File: src/rtl/barreira_pkg.sv
// Shared definitions for the barrier combiner: vote mode encodings, hold FSM
// state type and a fixed-width popcount helper.
package barreira_pkg;

  // Vote mode encodings carried on Modo; the fourth code is reserved and votes as OR.
  localparam logic [1:0] MODO_OR  = 2'd0;
  localparam logic [1:0] MODO_AND = 2'd1;
  localparam logic [1:0] MODO_MAJ = 2'd2;

  typedef enum logic [1:0] {
    LIVRE    = 2'd0,
    ATIVA    = 2'd1,
    RETENCAO = 2'd2
  } estado_t;

  // Popcount over the widest supported channel vector; callers zero-extend.
  function automatic logic [4:0] popcount16(input logic [15:0] v);
    logic [4:0] n;
    n = '0;
    for (int i = 0; i < 16; i++) begin
      n = n + 5'(v[i]);
    end
    return n;
  endfunction

endpackage

File: src/rtl/barreira_debounce.sv
// Single-channel debouncer: the stable bit only follows the raw input after
// DEB_CYCLES consecutive samples that disagree with it.
// Ports: Clock, Reset (sync, active-high), raw (sensor bit), estavel (stable bit).
module barreira_debounce #(
  parameter int unsigned DEB_CYCLES = 4
) (
  input  logic Clock,
  input  logic Reset,
  input  logic raw,
  output logic estavel
);

  localparam int unsigned CW = $clog2(DEB_CYCLES + 1);
  localparam logic [CW-1:0] C_LAST = CW'(DEB_CYCLES - 1);

  logic          s_q, s_d;
  logic [CW-1:0] c_q, c_d;

  // Count disagreeing samples; the DEB_CYCLES-th one commits the new value.
  always_comb begin
    s_d = s_q;
    c_d = c_q;
    if (raw != s_q) begin
      if (c_q >= C_LAST) begin
        s_d = raw;
        c_d = '0;
      end else begin
        c_d = c_q + CW'(1);
      end
    end else begin
      c_d = '0;
    end
  end

  always_ff @(posedge Clock) begin
    if (Reset) begin
      s_q <= 1'b0;
      c_q <= '0;
    end else begin
      s_q <= s_d;
      c_q <= c_d;
    end
  end

  assign estavel = s_q;

endmodule

File: src/rtl/barreira_combiner.sv
// N-channel barrier combiner: debounced channels, masked vote (OR/AND/majority)
// and a hold FSM that stretches the combined output after the vote drops.
// Ports: Clock, Reset (sync, active-high), Barreira_in (raw sensors),
// Mascara (channel enable), Modo (vote mode), Barreira (combined, registered),
// Ativos (debounced channels, unmasked), Evento (pulse on LIVRE->ATIVA).
module barreira_combiner
  import barreira_pkg::*;
#(
  parameter int unsigned N_CH        = 2,
  parameter int unsigned DEB_CYCLES  = 4,
  parameter int unsigned HOLD_CYCLES = 8
) (
  input  logic            Clock,
  input  logic            Reset,
  input  logic [N_CH-1:0] Barreira_in,
  input  logic [N_CH-1:0] Mascara,
  input  logic [1:0]      Modo,
  output logic            Barreira,
  output logic [N_CH-1:0] Ativos,
  output logic            Evento
);

  localparam int unsigned PW        = $clog2(N_CH + 1);
  localparam logic [7:0]  HOLD_INIT = 8'(HOLD_CYCLES);

  for (genvar g = 0; g < N_CH; g++) begin : g_deb
    barreira_debounce #(
      .DEB_CYCLES(DEB_CYCLES)
    ) u_deb (
      .Clock  (Clock),
      .Reset  (Reset),
      .raw    (Barreira_in[g]),
      .estavel(Ativos[g])
    );
  end

  logic [N_CH-1:0] ativos_en_c;
  logic [PW-1:0]   pop_en_c;
  logic [PW-1:0]   pop_mask_c;
  logic            vote_c;

  // Vote on the enabled debounced channels; an empty mask never votes.
  always_comb begin
    ativos_en_c = Ativos & Mascara;
    pop_en_c    = PW'(popcount16(16'(ativos_en_c)));
    pop_mask_c  = PW'(popcount16(16'(Mascara)));
    case (Modo)
      MODO_AND: vote_c = (pop_mask_c != '0) && (ativos_en_c == Mascara);
      // Strict majority: a tie does not vote.
      MODO_MAJ: vote_c = {pop_en_c, 1'b0} > {1'b0, pop_mask_c};
      default:  vote_c = |ativos_en_c;
    endcase
  end

  estado_t    estado_q, estado_d;
  logic [7:0] h_q, h_d;
  logic       barreira_d;
  logic       evento_d;

  // Hold FSM: a returning vote wins over an expiring hold counter.
  always_comb begin
    estado_d = estado_q;
    h_d      = h_q;
    evento_d = 1'b0;
    case (estado_q)
      LIVRE: begin
        if (vote_c) begin
          estado_d = ATIVA;
          evento_d = 1'b1;
        end
      end
      ATIVA: begin
        if (!vote_c) begin
          if (HOLD_INIT == 8'd0) begin
            estado_d = LIVRE;
          end else begin
            estado_d = RETENCAO;
            h_d      = HOLD_INIT;
          end
        end
      end
      RETENCAO: begin
        if (vote_c) begin
          estado_d = ATIVA;
        end else if (h_q == 8'd1) begin
          estado_d = LIVRE;
        end else begin
          h_d = h_q - 8'd1;
        end
      end
      default: estado_d = LIVRE;
    endcase
    barreira_d = (estado_d != LIVRE);
  end

  always_ff @(posedge Clock) begin
    if (Reset) begin
      estado_q <= LIVRE;
      h_q      <= '0;
      Barreira <= 1'b0;
      Evento   <= 1'b0;
    end else begin
      estado_q <= estado_d;
      h_q      <= h_d;
      Barreira <= barreira_d;
      Evento   <= evento_d;
    end
  end

endmodule
File: config.mk
export PLATFORM = sky130hd
export DESIGN_NAME = barreira_combiner
export DESIGN_NICKNAME = d
export VERILOG_FILES = /design/src/rtl/barreira_pkg.sv /design/src/rtl/barreira_debounce.sv /design/src/rtl/barreira_combiner.sv
export SDC_FILE = /design/constraint.sdc
export NUM_CORES = 1
export LEC_CHECK = 0
export BUFFER_PORTS_ARGS = -buffer_cell sky130_fd_sc_hd__buf_2
export CAP_MARGIN = 30
export CELL_PAD_IN_SITES_DETAIL_PLACEMENT = 1
export CELL_PAD_IN_SITES_GLOBAL_PLACEMENT = 2
export CORE_UTILIZATION = 39
export DETAILED_ROUTE_END_ITERATION = 10
export GPL_ROUTABILITY_DRIVEN = 0
export HOLD_SLACK_MARGIN = 0.08
export MAX_ROUTING_LAYER = met4
export PLACE_DENSITY = 0.89
export SLEW_MARGIN = 20
export SYNTH_ARGS = -nofsm -noshare
export SYNTH_HDL_FRONTEND = slang
export SYNTH_HIERARCHICAL = 1
export SYNTH_SLANG_ARGS = --single-unit
File: constraint.sdc
create_clock -name Clock -period 6.3 [get_ports Clock]
set_input_delay 0.315 -clock Clock [delete_from_list [all_inputs] [get_ports Clock]]
set_output_delay 0.315 -clock Clock [all_outputs]
set_load 0.05 [all_outputs]
---- Word-level counts from Yosys, hierarchy flattened ----
Cells that the tools add are included.
operators by class
  bitwise logic cells ..................... 4
  equal/unequal tests ..................... 11
  $lt $le $gt $ge ......................... 3
  mux-type cells .......................... 11
  add/subtract/negate cells ............... 5
  reduce and logical (&&, ||, !) cells .... 12
operator list
  operator                                                               count
  8-bit two-way mux                                                      3
  8-bit case mux with 2 select lines                                     1
  8-bit by 1-bit equality test with 1-bit output, second input constant  1
  2-bit two-way mux                                                      4
  8-bit by 1-bit subtractor with 8-bit output, second input constant     1
  3-bit by 1-bit adder with 3-bit output, second input constant          2
  3-bit by 2-bit >= comparator with 1-bit output, second input constant  2
  2-bit inequality test, second input constant                           3
  2-bit case mux with 3 select lines                                     1
  2-bit nonzero test                                                     3
  3-bit OR reduction                                                     2
  1-bit by 1-bit adder with 2-bit output                                 2
  2-bit by 1-bit equality test with 1-bit output, second input constant  2
  2-bit equality test, second input constant                             2
  2-bit AND reduction                                                    2
  4-bit AND reduction                                                    1
  2-bit OR reduction                                                     2
  3-bit by 2-bit greater-than comparator with 1-bit output               1
  1-bit inverter                                                         3
  2-bit bitwise AND                                                      1
  2-bit equality test                                                    1
  2-bit zero test                                                        1
  1-bit inequality test                                                  2
  1-bit case mux with 2 select lines                                     1
  2 further kinds                                                        2
storage, ports and cells
  input port bits ......................... 8
  output and inout port bits .............. 4
  logic and storage cells ................. 54
  register bits after elaboration ......... 20

---- Logic depth before layout (Yosys ltp) ----
Gate-level depths: netlist (run 1).
  depth in word-level cells ............... 7
  depth in mapped cells ................... 8
  gate-level depth less buffers ........... 7

---- By module ----
The synthesis (run 1) kept the hierarchy.
by module, submodules not included
  module             sequential area each (sq um)  cells each  instances  area each (sq um)
  barreira_combiner  240.2                         99          1          884.6
  barreira_debounce  80.1                          15          2          176.4

---- Worst setup path after synthesis (run 1) ----
No wires, ideal clock.
  path type ............................... register to register
  start ................................... register g_deb[0].u_deb.s_q
  end ..................................... register h_q[3]
  buffers on the path ..................... 1
  path slack .............................. 3.894 ns
  clock period less this slack ............ 2.406 ns
  setup time .............................. 0.141 ns
  arrival time ............................ 2.264 ns
  cell stages (with the launch flop) ...... 8
  required time ........................... 6.159 ns
  path through ............................ dfxtp_1 nand2_1 fa_1 or3_1 nand3_2 and2_1 buf_2 a221oi_1
between the ends
  word-level cells in the longest chain between the ends .. 6
  elaborated cells on any way between the ends .. 10
  classes of those cells .................. add/sub (1); order compare (1); eq/ne (3); mux (1); bitwise (1); reduce/logical (3)
RTL lines
  what                                                                                           RTL line                                          text
  start: declaration                                                                             barreira_debounce.sv:16                           logic s_q, s_d;
  start signal: assignment                                                                       barreira_debounce.sv:37                           s_q <= 1'b0;
  start signal: assignment                                                                       barreira_debounce.sv:40                           s_q <= s_d;
  2-bit bitwise AND *                                                                            barreira_combiner.sv:44                           ativos_en_c = Ativos & Mascara;
  1-bit by 1-bit adder with 2-bit output or 2-bit equality test (tied branches)                  barreira_pkg.sv:21, barreira_combiner.sv:48
  3-bit by 2-bit greater-than comparator with 1-bit output or 1-bit logical AND (tied branches)  barreira_combiner.sv:50, barreira_combiner.sv:48
  1-bit case mux with 2 select lines *                                                           barreira_combiner.sv:47                           case (Modo)
  2-bit inequality test (no source line)                                                         n/a
  4-bit AND reduction (no source line) *                                                         n/a
  end signal: assignment                                                                         barreira_combiner.sv:99                           h_q <= '0;
  end signal: assignment                                                                         barreira_combiner.sv:104                          h_q <= h_d;
  end: declaration                                                                               barreira_combiner.sv:56                           logic [7:0] h_q, h_d;
Mark *: on every way between the ends. The rest lies on a longest branch, timed or not.
A chain may end at the register's enable or synchronous reset.

---- Final worst setup path (run 1) ----
Same ends and word-level chain as after synthesis.

==> results of run 1 <==
==> worst paths after layout <==
kind,slack [ns],start,end
worst min register to register,0.47,g_deb[1].u_deb/c_q[0],g_deb[1].u_deb/c_q[0]
worst max-delay path,3.96,g_deb[0].u_deb/estavel,h_q[3]
worst min-delay path,0.28,Barreira_in[0],g_deb[0].u_deb/estavel
worst max register to register,3.96,g_deb[0].u_deb/estavel,h_q[3]
==> flip-flops by register name, indices dropped and copies added, names as in the netlist <==
register             count
Barreira                 1
estado_q                 2
g_deb.u_deb/estavel      2
Evento                   1
h_q                      8
g_deb.u_deb/c_q          6
==> per-stage QoR <==
step	instances	worst slack (ns)	hold WS [ns]	cell area (µm²)	power [mW]
2_1_floorplan	129	3.894	0.3864	1237	0.1598
3_3_place_gp	179	4.007	0.4442	1319	0.1678
3_5_place_dp	179	3.966	0.4602	1319	0.1697
4_1_cts	183	3.974	0.2774	1371	0.2777
5_1_grt	183	3.819	0.2999	1371	0.2843
6_report	183	3.965	0.2786	1371	0.2731
==> power breakdown <==
group / switching [mW] / total [mW] / internal [mW]
clock network: 0.0424 / 0.107 / 0.0644
registers: 0.00376 / 0.134 / 0.130
logic: 0.0188 / 0.0324 / 0.0136
==> routing by layer <==
metal  global-route usage, %  vias to the layer above
met1                   19.75                      489
met5                       -                        -
met2                   32.51                        7
li1                        -                      496
met4                   7.143                        0
met3                   3.297                        4
==> critical path: stages, from the launching register on <==
cell,delay (ns)
sky130_fd_sc_hd__dfxtp_1,0.44
sky130_fd_sc_hd__nand2_1,0.15
sky130_fd_sc_hd__fa_1,0.48
sky130_fd_sc_hd__or3_1,0.39
sky130_fd_sc_hd__nand3_2,0.18
sky130_fd_sc_hd__and2_1,0.40
sky130_fd_sc_hd__a221oi_1,0.16
==> cells by family after synthesis <==
kind of cell	after synthesis	synth area share [%]
compound gates	27	19.21
fa+ha+maj	13	13.75
flops	20	32.36
buf+inv	20	6.876
simple gates	45	24.77
xor+xnor	2	1.416
mux	2	1.618
==> cell type report <==
class / count / area [µm²] / area share, %
clock buffer: 3 / 22.52 / 1.642
inverter: 15 / 56.30 / 4.106
timing repair buffer: 11 / 55.05 / 4.015
tap: 44 / 55.05 / 4.015
multi-input combinational: 89 / 752.0 / 54.84
clock inverter: 1 / 30.03 / 2.190
sequential: 20 / 400.4 / 29.20
==> placed cells by master, fill, tap and decap left out, types with 2 or more instances in the layout <==
master / instances
sky130_fd_sc_hd__a21oi_1: 3
sky130_fd_sc_hd__o211ai_1: 3
sky130_fd_sc_hd__nand2b_1: 8
sky130_fd_sc_hd__nor2b_1: 4
sky130_fd_sc_hd__nor2_1: 7
sky130_fd_sc_hd__or3_1: 2
sky130_fd_sc_hd__dfxtp_1: 20
sky130_fd_sc_hd__a311oi_1: 2
sky130_fd_sc_hd__clkbuf_4: 3
sky130_fd_sc_hd__a211o_1: 2
sky130_fd_sc_hd__inv_1: 15
sky130_fd_sc_hd__a211oi_1: 2
sky130_fd_sc_hd__ha_1: 12
sky130_fd_sc_hd__nor4_1: 6
sky130_fd_sc_hd__nand2_1: 2
sky130_fd_sc_hd__buf_2: 11
sky130_fd_sc_hd__mux2i_1: 2
sky130_fd_sc_hd__nor3_1: 3
sky130_fd_sc_hd__a32o_1: 3
sky130_fd_sc_hd__xnor2_1: 2
sky130_fd_sc_hd__a31o_1: 3
sky130_fd_sc_hd__nor4b_2: 2
==> flow_metrics.env, run 1 <==
export IMPL_kind_of_end_point_of_the_critical_path="flop"
export IMPL_globalRoute_totalOverflow=0
export IMPL_synth_net_count=150
export IMPL_layout_core_utilization_pct=45.29
export IMPL_met3WireLength_um=50
export IMPL_detailedRoute_firstPassIterationCount=4
export IMPL_wl_met1_um=1155
export IMPL_synth_largest_area_cell="sky130_fd_sc_hd__dfxtp_1"
export IMPL_post_synth_edffs=0
export IMPL_rsz0062_at_grt="false"
export IMPL_cts_clk_slew_worst_paths_ns=0.12
export IMPL_post_dp_hpwl_um=1982
export IMPL_syn_inst_count=129
export IMPL_vias=996
export IMPL_initial_utilization_pct=40.87
export IMPL_drt_vias_per_instance=5.443
export IMPL_grt_pass1_vias=1058
export IMPL_startpoint_type="flop"
export IMPL_cts_repair_resize_count=0
export IMPL_area_growth_syn_to_layout_pct=10.82
export IMPL_clock_insertion_delay_worst_skew_ns=0.31
export IMPL_post_detailed_routing_wire_length_um=2552
export IMPL_max_cap_viol_count=0
export IMPL_coreArea_mm2=0.003028
export IMPL_global_route_wire_length_before_repair_um=4505
export IMPL_static_leakage_power_nw=0.5676
export IMPL_top_signal_layer_used="met4"
export IMPL_cts_path_max_buffers=2
export IMPL_detail_route_iter0_violations=16
export IMPL_timing_final_max_slew_violations=0
export IMPL_fp_dieArea_mm2=0.003402
export IMPL_clock_tree_from_tritoncts="yes"
export IMPL_yosys_top_cells_area="sky130_fd_sc_hd__dfxtp_1 (32%), sky130_fd_sc_hd__ha_1 (12%), sky130_fd_sc_hd__inv_1 (4.6%)"
export IMPL_r2r_worst_path_cells=6
export IMPL_max_slew_worst_pin_slew_ns=0.5068
export IMPL_worst_ep_required_time_ns=6.47
export IMPL_fin_crit_ns=2.335
export IMPL_min_path_type="input port to flop"
export IMPL_die_height_um=58.33
export IMPL_post_route_cells_drive_above_1_share_pct=18.71
export IMPL_grt_start_max_net_pins=30
export IMPL_count_of_cell_types_in_the_netlist=44
export IMPL_ant_nets=0
export IMPL_antenna_found_initial=0
export IMPL_cts_hold_buf=0
export IMPL_power_density_mw_per_mm2=199.2
export IMPL_netlist_area_mm2=0.001237
export IMPL_groute_usage_overall_pct=18.11
export IMPL_finalSetupTns_ns=0
export IMPL_synth_async_reset_ratio_pct=0
export IMPL_number_of_clock_sinks=20
export IMPL_yosys_register_bits=20
export IMPL_syn_area_per_cell_um2=9.593
export IMPL_ios=12
export IMPL_critPathKind="flop to flop"
export IMPL_io_buffers=11
export IMPL_finalClockSkew_ns=0.01042
export IMPL_antenna_diode_count=0
export IMPL_ys_warnings_count=6
export IMPL_fmaxAchievable_mhz=428.2
export IMPL_routedWlPerCell_um=13.95
export IMPL_yosys_most_used_dff="sky130_fd_sc_hd__dfxtp_1"
export IMPL_row_count=20
export IMPL_critPathArrivalTime_ns=2.51
export IMPL_cts_htree_levels=1
export IMPL_whs_path_depth=3
export IMPL_run_status="finished clean"
export IMPL_hold_violations=0
export IMPL_drc_errors=0
export IMPL_cts_root_buffer_cell="sky130_fd_sc_hd__clkbuf_4"
export IMPL_synth_top_cells_by_count="sky130_fd_sc_hd__dfxtp_1 (20), sky130_fd_sc_hd__inv_1 (15), sky130_fd_sc_hd__ha_1 (12)"
export IMPL_max_slew_margin_pct=66.21
export IMPL_setup_viol=0
export IMPL_route_met2_wl_um=1306
export IMPL_cts_setup_buffers=0
export IMPL_yosys_area_top_type_share_pct=32.36
export IMPL_final_min_period_over_clock_period_pct=37.07
export IMPL_cts_inserted_buffers=3
export IMPL_die_x_um=58.33
export IMPL_crit_fanout=10
export IMPL_synth_most_common_cell="sky130_fd_sc_hd__dfxtp_1"
export IMPL_vdd_ir_drop_max_mv=0.1107
export IMPL_final_nets=161
export IMPL_num_fill_cells=360
export IMPL_synth_yosys_seq_area_share_pct=32.36
Power figures use the tool's default switching activity.
==> run 2: changes to the inputs <==
CORE_UTILIZATION = 33   (was 39)
PLACE_DENSITY = 0.81   (was 0.89)
clock period = 1.92 ns   (was 6.3 ns; I/O delays follow)
==> run 2 against run 1 <==
Critical path depth unchanged. Combinational power rose to 3.9 times the previous value. Clock skew shrank 0.0080 ns. Largest power group unchanged. First-iteration DRC count is 25% higher. Final area up 11%. Sequential share of layout area fell by 2.3 points. Flip-flop and latch count unchanged. Non-clock buffer count up 10. Worst setup slack got worse by 3.9 ns. Sequential power rose to 3.3 times the previous value. Global-route usage is 2.2 points lower. Core utilization is 1.5 points lower.
==> flow_metrics.env, run 2 (synthesized netlist as in run 1, its figures left out) <==
export IMPL_layout_cells_most_common="sky130_fd_sc_hd__dfxtp_1"
export IMPL_timing_final_max_slew_violations=0
export IMPL_timing_hold_worst_start="Barreira_in[0]"
export IMPL_groute_usage_overall_pct=15.88
export IMPL_io_buffers=11
export IMPL_grt_pass1_vias=1061
export IMPL_row_count=21
export IMPL_max_slew_margin_pct=66.64
export IMPL_max_slew_worst_pin_slew_ns=0.5004
export IMPL_cts_path_max_buffers=2
export IMPL_min_path_type="input port to flop"
export IMPL_cts_clk_slew_worst_paths_ns=0.08
export IMPL_finalClockSkew_ns=0.002409
export IMPL_globalRoute_totalOverflow=0
export IMPL_r2r_end="h_q[0]"
export IMPL_max_flop_register="h_q"
export IMPL_post_dp_hpwl_um=1945
export IMPL_fmaxAchievable_mhz=536.5
export IMPL_final_design_area_no_fill_mm2=0.001518
export IMPL_startpoint_type="flop"
export IMPL_rsz0062_at_grt="true"
export IMPL_fin_crit_ns=1.864
export IMPL_die_height_um=63.24
export IMPL_drc_errors=0
export IMPL_critical_path_reg2reg_startpoint="g_deb[1].u_deb/estavel"
export IMPL_static_leakage_power_nw=0.6499
export IMPL_post_route_cells_drive_above_1_share_pct=29.33
export IMPL_drt_vias_per_instance=5.301
export IMPL_cts_htree_levels=1
export IMPL_largest_register_ff_count=8
export IMPL_vdd_ir_drop_max_mv=0.2238
export IMPL_detailedRoute_firstPassIterationCount=4
export IMPL_hold_violations=0
export IMPL_number_of_clock_sinks=20
export IMPL_fp_dieArea_mm2=0.003999
export IMPL_die_x_um=63.24
export IMPL_critPathArrivalTime_ns=2.02
export IMPL_post_route_worst_setup_slack_ns=0.05609
export IMPL_whs_path_depth=3
export IMPL_initial_utilization_pct=35.68
export IMPL_clock_insertion_delay_worst_skew_ns=0.26
export IMPL_commonest_cells_after_routing_fill_and_taps_aside="sky130_fd_sc_hd__dfxtp_1 (18), sky130_fd_sc_hd__inv_1 (15), sky130_fd_sc_hd__ha_1 (12)"
export IMPL_r2r_worst_path_cells=6
export IMPL_ios=12
export IMPL_antenna_diode_count=0
export IMPL_grt_start_max_net_pins=30
export IMPL_reg2reg_setup_slack_ns=0.06
export IMPL_dpl_worst_slack_ns=-0.01694
export IMPL_clock_tree_from_tritoncts="yes"
export IMPL_global_route_wire_length_before_repair_um=4809
export IMPL_crit_fanout=5
export IMPL_power_density_mw_per_mm2=650.2
export IMPL_area_growth_syn_to_layout_pct=22.65
export IMPL_final_min_period_over_clock_period_pct=97.08
export IMPL_largest_registers="h_q x8, g_deb.u_deb/c_q x6"
export IMPL_setup_viol=0
export IMPL_num_fill_cells=416
export IMPL_worst_ep_required_time_ns=2.08
export IMPL_max_cap_viol_count=0
export IMPL_cts_root_buffer_cell="sky130_fd_sc_hd__clkbuf_8"
export IMPL_detail_route_iter0_violations=20
export IMPL_detailed_place_area_mm2=0.001379
export IMPL_final_nets=172
export IMPL_routedWlPerCell_um=14.09
export IMPL_vias=1039
export IMPL_kind_of_end_point_of_the_critical_path="flop"
export IMPL_post_detailed_routing_wire_length_um=2761
export IMPL_hold_path_sink="g_deb[0].u_deb/estavel"
export IMPL_coreArea_mm2=0.003468
export IMPL_cts_inserted_buffers=3
export IMPL_run_status="finished clean"
export IMPL_ant_nets=0
export IMPL_critPathKind="flop to flop"
export IMPL_antenna_found_initial=0
-- run 2: worst max-delay path by stage --
stage                                       from  endpoint  slack (ns)  cells past startpoint
after floorplan           g_deb[0].u_deb/estavel    h_q[2]        0.02                      7
after global placement    g_deb[0].u_deb/estavel    h_q[1]        0.05                      6
after detailed placement  g_deb[1].u_deb/estavel    h_q[1]       -0.02                      6
after CTS                 g_deb[0].u_deb/estavel    h_q[2]        0.02                      6
after global routing      g_deb[1].u_deb/estavel    h_q[1]       -0.02                      6
final                     g_deb[1].u_deb/estavel    h_q[0]        0.06                      6
-- run 2: report_power, final --
part | total [mW] | switching (mW) | internal (mW)
clock network | 0.425 | 0.147 | 0.279
logic | 0.126 | 0.0706 | 0.0553
registers | 0.436 | 0.0110 | 0.425
total | 0.987 | 0.228 | 0.759
-- run 2: per-stage QoR --
step / TNS [ns] / std cells / hold WS, ns / power, mW / utilization (%)
after floorplan: 0 / 129 / 0.1674 / 0.5244 / -
after global placement: 0 / 186 / 0.3820 / 0.5566 / 39.75
after detailed placement: -0.02890 / 186 / 0.3819 / 0.5606 / 39.75
after CTS: 0 / 191 / 0.09448 / 0.9907 / 42.46
after global routing: -0.05824 / 196 / 0.1162 / 1.032 / 43.76
final: 0 / 196 / 0.09399 / 0.9868 / 43.76
-- run 2: critical path: stages, from the launching register on --
cell and delay (ns):
sky130_fd_sc_hd__dfxtp_4 0.38, sky130_fd_sc_hd__nand2_4 0.05, sky130_fd_sc_hd__fa_1 0.44, sky130_fd_sc_hd__or3_4 0.40, sky130_fd_sc_hd__nand3_4 0.10, sky130_fd_sc_hd__o211ai_1 0.14
sky130_fd_sc_hd__a32o_1 0.25
-- run 2: final cells by class --
class / instances / area (µm²) / area share (%)
inverters: 15 / 56.30 / 3.710
multi-input cells: 90 / 794.5 / 52.35
clock inverters: 1 / 30.03 / 1.979
clock buffers: 3 / 41.29 / 2.721
repair buffers: 21 / 130.1 / 8.574
well taps: 46 / 57.56 / 3.792
flip-flops and latches: 20 / 407.9 / 26.88
-- run 2: timing repair --
item | 4_1_cts | 5_1_grt
gates resized for setup | 2 | 2
cloned | 1 | 0
hold buffers | 0 | 0
pin swaps | 0 | 5
setup endpoints to repair | 4 | 11
buffers inserted | 0 | 5
-- run 2: layer usage --
| layer | vias to the layer above | global-route usage, % | wire length (µm) |
|---|---|---|---|
| met4 | 0 | 6.818 | 52 |
| met2 | 14 | 25.40 | 1285 |
| met5 | - | - | 0 |
| met3 | 5 | 2.174 | 50 |
| met1 | 498 | 19.93 | 1372 |
| li1 | 522 | - | - |
==> run 3: changes to the inputs <==
ABC_AREA = 1   (was unset)
CORE_UTILIZATION = 29   (was 33)
PLACE_DENSITY = 0.8   (was 0.81)
==> run 3 against run 2 <==
Total power grew 2.3%. Critical endpoint is now h_q[1]. Sequential share of layout area grew 0.20 points. Synthesized cell count grew 43%. Fmax grew 3.5%. Wire length grew 5.9%. Critical path type unchanged.
==> flow_metrics.env, run 3 <==
export IMPL_post_dp_hpwl_um=2298
export IMPL_slowest_delay_ns=0.45
export IMPL_global_route_wire_length_before_repair_um=5037
export IMPL_fmaxAchievable_mhz=555.4
export IMPL_ios=12
export IMPL_clock_insertion_delay_worst_skew_ns=0.26
export IMPL_vias=1121
export IMPL_clock_tree_from_tritoncts="yes"
export IMPL_run_status="finished clean"
export IMPL_max_cap_viol_count=0
export IMPL_synth_top_cells_by_count="sky130_fd_sc_hd__nand2_1 (46), sky130_fd_sc_hd__inv_1 (32), sky130_fd_sc_hd__dfxtp_1 (20)"
export IMPL_post_detailed_routing_wire_length_um=2924
export IMPL_io_buffers=11
export IMPL_initial_utilization_pct=31.05
export IMPL_cts_clk_slew_worst_paths_ns=0.08
export IMPL_syn_inst_count=184
export IMPL_drc_errors=0
export IMPL_cts_inserted_buffers=3
export IMPL_finalClockSkew_ns=0.0009675
export IMPL_cts_hold_buf=0
export IMPL_die_x_um=68.14
export IMPL_final_nets=223
export IMPL_yosys_register_bits=20
export IMPL_ys_warnings_count=6
export IMPL_yosys_top_cells_area="sky130_fd_sc_hd__dfxtp_1 (32%), sky130_fd_sc_hd__nand2_1 (14%), sky130_fd_sc_hd__ha_1 (12%)"
export IMPL_cts_path_max_buffers=2
export IMPL_rsz0062_at_grt="true"
export IMPL_synth_largest_area_cell="sky130_fd_sc_hd__dfxtp_1"
export IMPL_crit_path_top_delay_cell="sky130_fd_sc_hd__fa_1"
export IMPL_placed_cells=244
export IMPL_critPathMostFrequentCell="sky130_fd_sc_hd__nand2_1"
export IMPL_max_flop_register="h_q"
export IMPL_syn_area_per_cell_um2=6.895
export IMPL_synth_most_common_cell="sky130_fd_sc_hd__nand2_1"
export IMPL_synth_async_reset_ratio_pct=0
export IMPL_grt_pass1_vias=1145
export IMPL_crit_family="simple AND/OR/NAND/NOR gates"
export IMPL_fin_crit_ns=1.801
export IMPL_static_leakage_power_nw=0.7636
export IMPL_detailedRoute_firstPassIterationCount=4
export IMPL_yosys_area_top_type_share_pct=31.56
export IMPL_grt_start_max_net_pins=13
export IMPL_globalRoute_totalOverflow=0
export IMPL_fp_dieArea_mm2=0.004643
export IMPL_critPathArrivalTime_ns=1.99
export IMPL_min_path_type="input port to flop"
export IMPL_groute_usage_overall_pct=15.27
export IMPL_yosys_most_used_dff="sky130_fd_sc_hd__dfxtp_1"
export IMPL_area_growth_syn_to_layout_pct=18.74
export IMPL_largest_registers="h_q x8, g_deb.u_deb/c_q x6"
export IMPL_hold_violations=0
export IMPL_drt_vias_per_instance=4.466
export IMPL_worst_ep_required_time_ns=2.11
export IMPL_cts_root_buffer_cell="sky130_fd_sc_hd__clkbuf_8"
export IMPL_final_min_period_over_clock_period_pct=93.78
export IMPL_max_slew_margin_pct=79.52
export IMPL_row_count=23
export IMPL_timing_final_max_slew_violations=0
export IMPL_antenna_found_initial=0
export IMPL_layout_cells_most_common="sky130_fd_sc_hd__nand2_1"
export IMPL_setup_viol=0
export IMPL_commonest_cells_after_routing_fill_and_taps_aside="sky130_fd_sc_hd__nand2_1 (40), sky130_fd_sc_hd__inv_1 (32), sky130_fd_sc_hd__dfxtp_1 (18)"
export IMPL_dpl_worst_slack_ns=-0.005765
export IMPL_cp_buffers_inverters=0
export IMPL_max_slew_worst_pin_slew_ns=0.3073
export IMPL_largest_register_ff_count=8
export IMPL_totalPowerFinal_mw=1.010
export IMPL_post_layout_nonfiller_instances=251
export IMPL_synth_yosys_seq_area_share_pct=31.56
export IMPL_vdd_ir_drop_max_mv=0.3376
export IMPL_number_of_clock_sinks=20
export IMPL_coreArea_mm2=0.004086
export IMPL_synth_net_count=205
export IMPL_antenna_diode_count=0
export IMPL_count_of_cell_types_in_the_netlist=23
export IMPL_detail_route_iter0_violations=28
export IMPL_cts_htree_levels=1
export IMPL_crit_fanout=5
export IMPL_post_synth_edffs=0
export IMPL_routedWlPerCell_um=11.65
export IMPL_worstPathCellList="nand2_4 > fa_1 > nor2_1 > nand2_1 > nand2_1 > nand2_1 > nand2_1 > nand2_2 > nor2_4 > nand2_2 > o21ai_1"
export IMPL_post_route_worst_setup_slack_ns=0.1195
export IMPL_power_density_mw_per_mm2=670.3
export IMPL_post_route_cells_drive_above_1_share_pct=24.38
export IMPL_startpoint_type="flop"
export IMPL_critPathKind="flop to flop"
export IMPL_ant_nets=0
export IMPL_kind_of_end_point_of_the_critical_path="flop"
export IMPL_die_height_um=68.14
export IMPL_netlist_area_mm2=0.001269
run 3: changes by cell type in the layout (fill, tap and decap cells not counted), moves of 4 or more:
cell and delta:
sky130_fd_sc_hd__nand2_1 +40, sky130_fd_sc_hd__inv_1 +17, sky130_fd_sc_hd__nand3_1 +12, sky130_fd_sc_hd__nor2_1 +11, sky130_fd_sc_hd__nand2_2 +10, sky130_fd_sc_hd__nand2b_1 -8
sky130_fd_sc_hd__buf_4 -7, sky130_fd_sc_hd__nor4_1 -5, sky130_fd_sc_hd__a21oi_2 +4, sky130_fd_sc_hd__inv_2 +4, sky130_fd_sc_hd__nor2_4 +4, sky130_fd_sc_hd__nor2b_1 -4
run 3: where the power goes:
part / leakage [nW] / internal (mW) / switching [mW]
logic: 0.564 / 0.0492 / 0.0976
registers: 0.164 / 0.427 / 0.0101
clock network: 0.0357 / 0.278 / 0.148
total: 0.764 / 0.754 / 0.256
run 3: metrics by stage:
| step | cell area [µm²] | util [%] | hold slack [ns] | setup TNS [ns] |
|---|---|---|---|---|
| after floorplan | 1274 | - | 0.2264 | 0 |
| after global placement | 1388 | 33.96 | 0.3533 | 0 |
| after detailed placement | 1388 | 33.96 | 0.3652 | -0.005765 |
| after CTS | 1461 | 35.76 | 0.09437 | 0 |
| after global routing | 1506 | 36.86 | 0.1230 | -0.1963 |
| final | 1506 | 36.86 | 0.09676 | 0 |
run 3: final timing paths:
check | startpoint | to | slack [ns] | depth (start not counted)
worst min-delay path | Barreira_in[0] | g_deb[0].u_deb/estavel | 0.1 | 3
worst max register to register | g_deb[1].u_deb/estavel | h_q[1] | 0.12 | 11
worst min register to register | estado_q[1] | Evento | 0.47 | 1
worst max-delay path | g_deb[1].u_deb/estavel | h_q[1] | 0.12 | 11
run 3: kinds of logic after synthesis:
family	Yosys count	share of synthesized area, %
AO/OA/AOI/OAI	15	7.396
XOR/XNOR	2	1.381
adder cells (fa/ha/maj)	13	13.41
buffers and inverters	37	10.95
flip-flops	20	31.56
AND/OR/NAND/NOR	97	35.31
run 3: per-layer routing:
| layer | up-vias | global-route usage, % | share of wire (%) |
|---|---|---|---|
| met5 | - | - | 0 |
| met4 | 0 | 7.031 | 1.4 |
| met3 | 2 | 2.000 | 2.6 |
| met2 | 11 | 24.51 | 47 |
| met1 | 512 | 18.88 | 49 |
| li1 | 596 | - | - |
run 3: what timing repair did:
action                                  CTS  global route
resized for setup                         1             9
endpoints found under the hold margin     0             0
pin swaps                                 0            10
buffers inserted                          0             3
endpoints found under the setup margin    1            10
run 3: layout make-up:
type | instances | area [µm²]
clock buffers | 3 | 41.29
clock inverters | 1 | 30.03
fillers | 525 | 2580
inverters | 36 | 135.1
multi-input cells | 127 | 752.0
flip-flops and latches | 20 | 407.9
well taps | 50 | 62.56
repair buffers | 14 | 77.57
run 3: worst register-to-register path, delay by kind of cell, from the launching register on:
family                     cells  cell delay, ns
DFF                            1            0.37
AOI/OAI and AO/OA              1            0.14
and+or+nand+nor                9            0.77
adders and majority gates      1            0.45
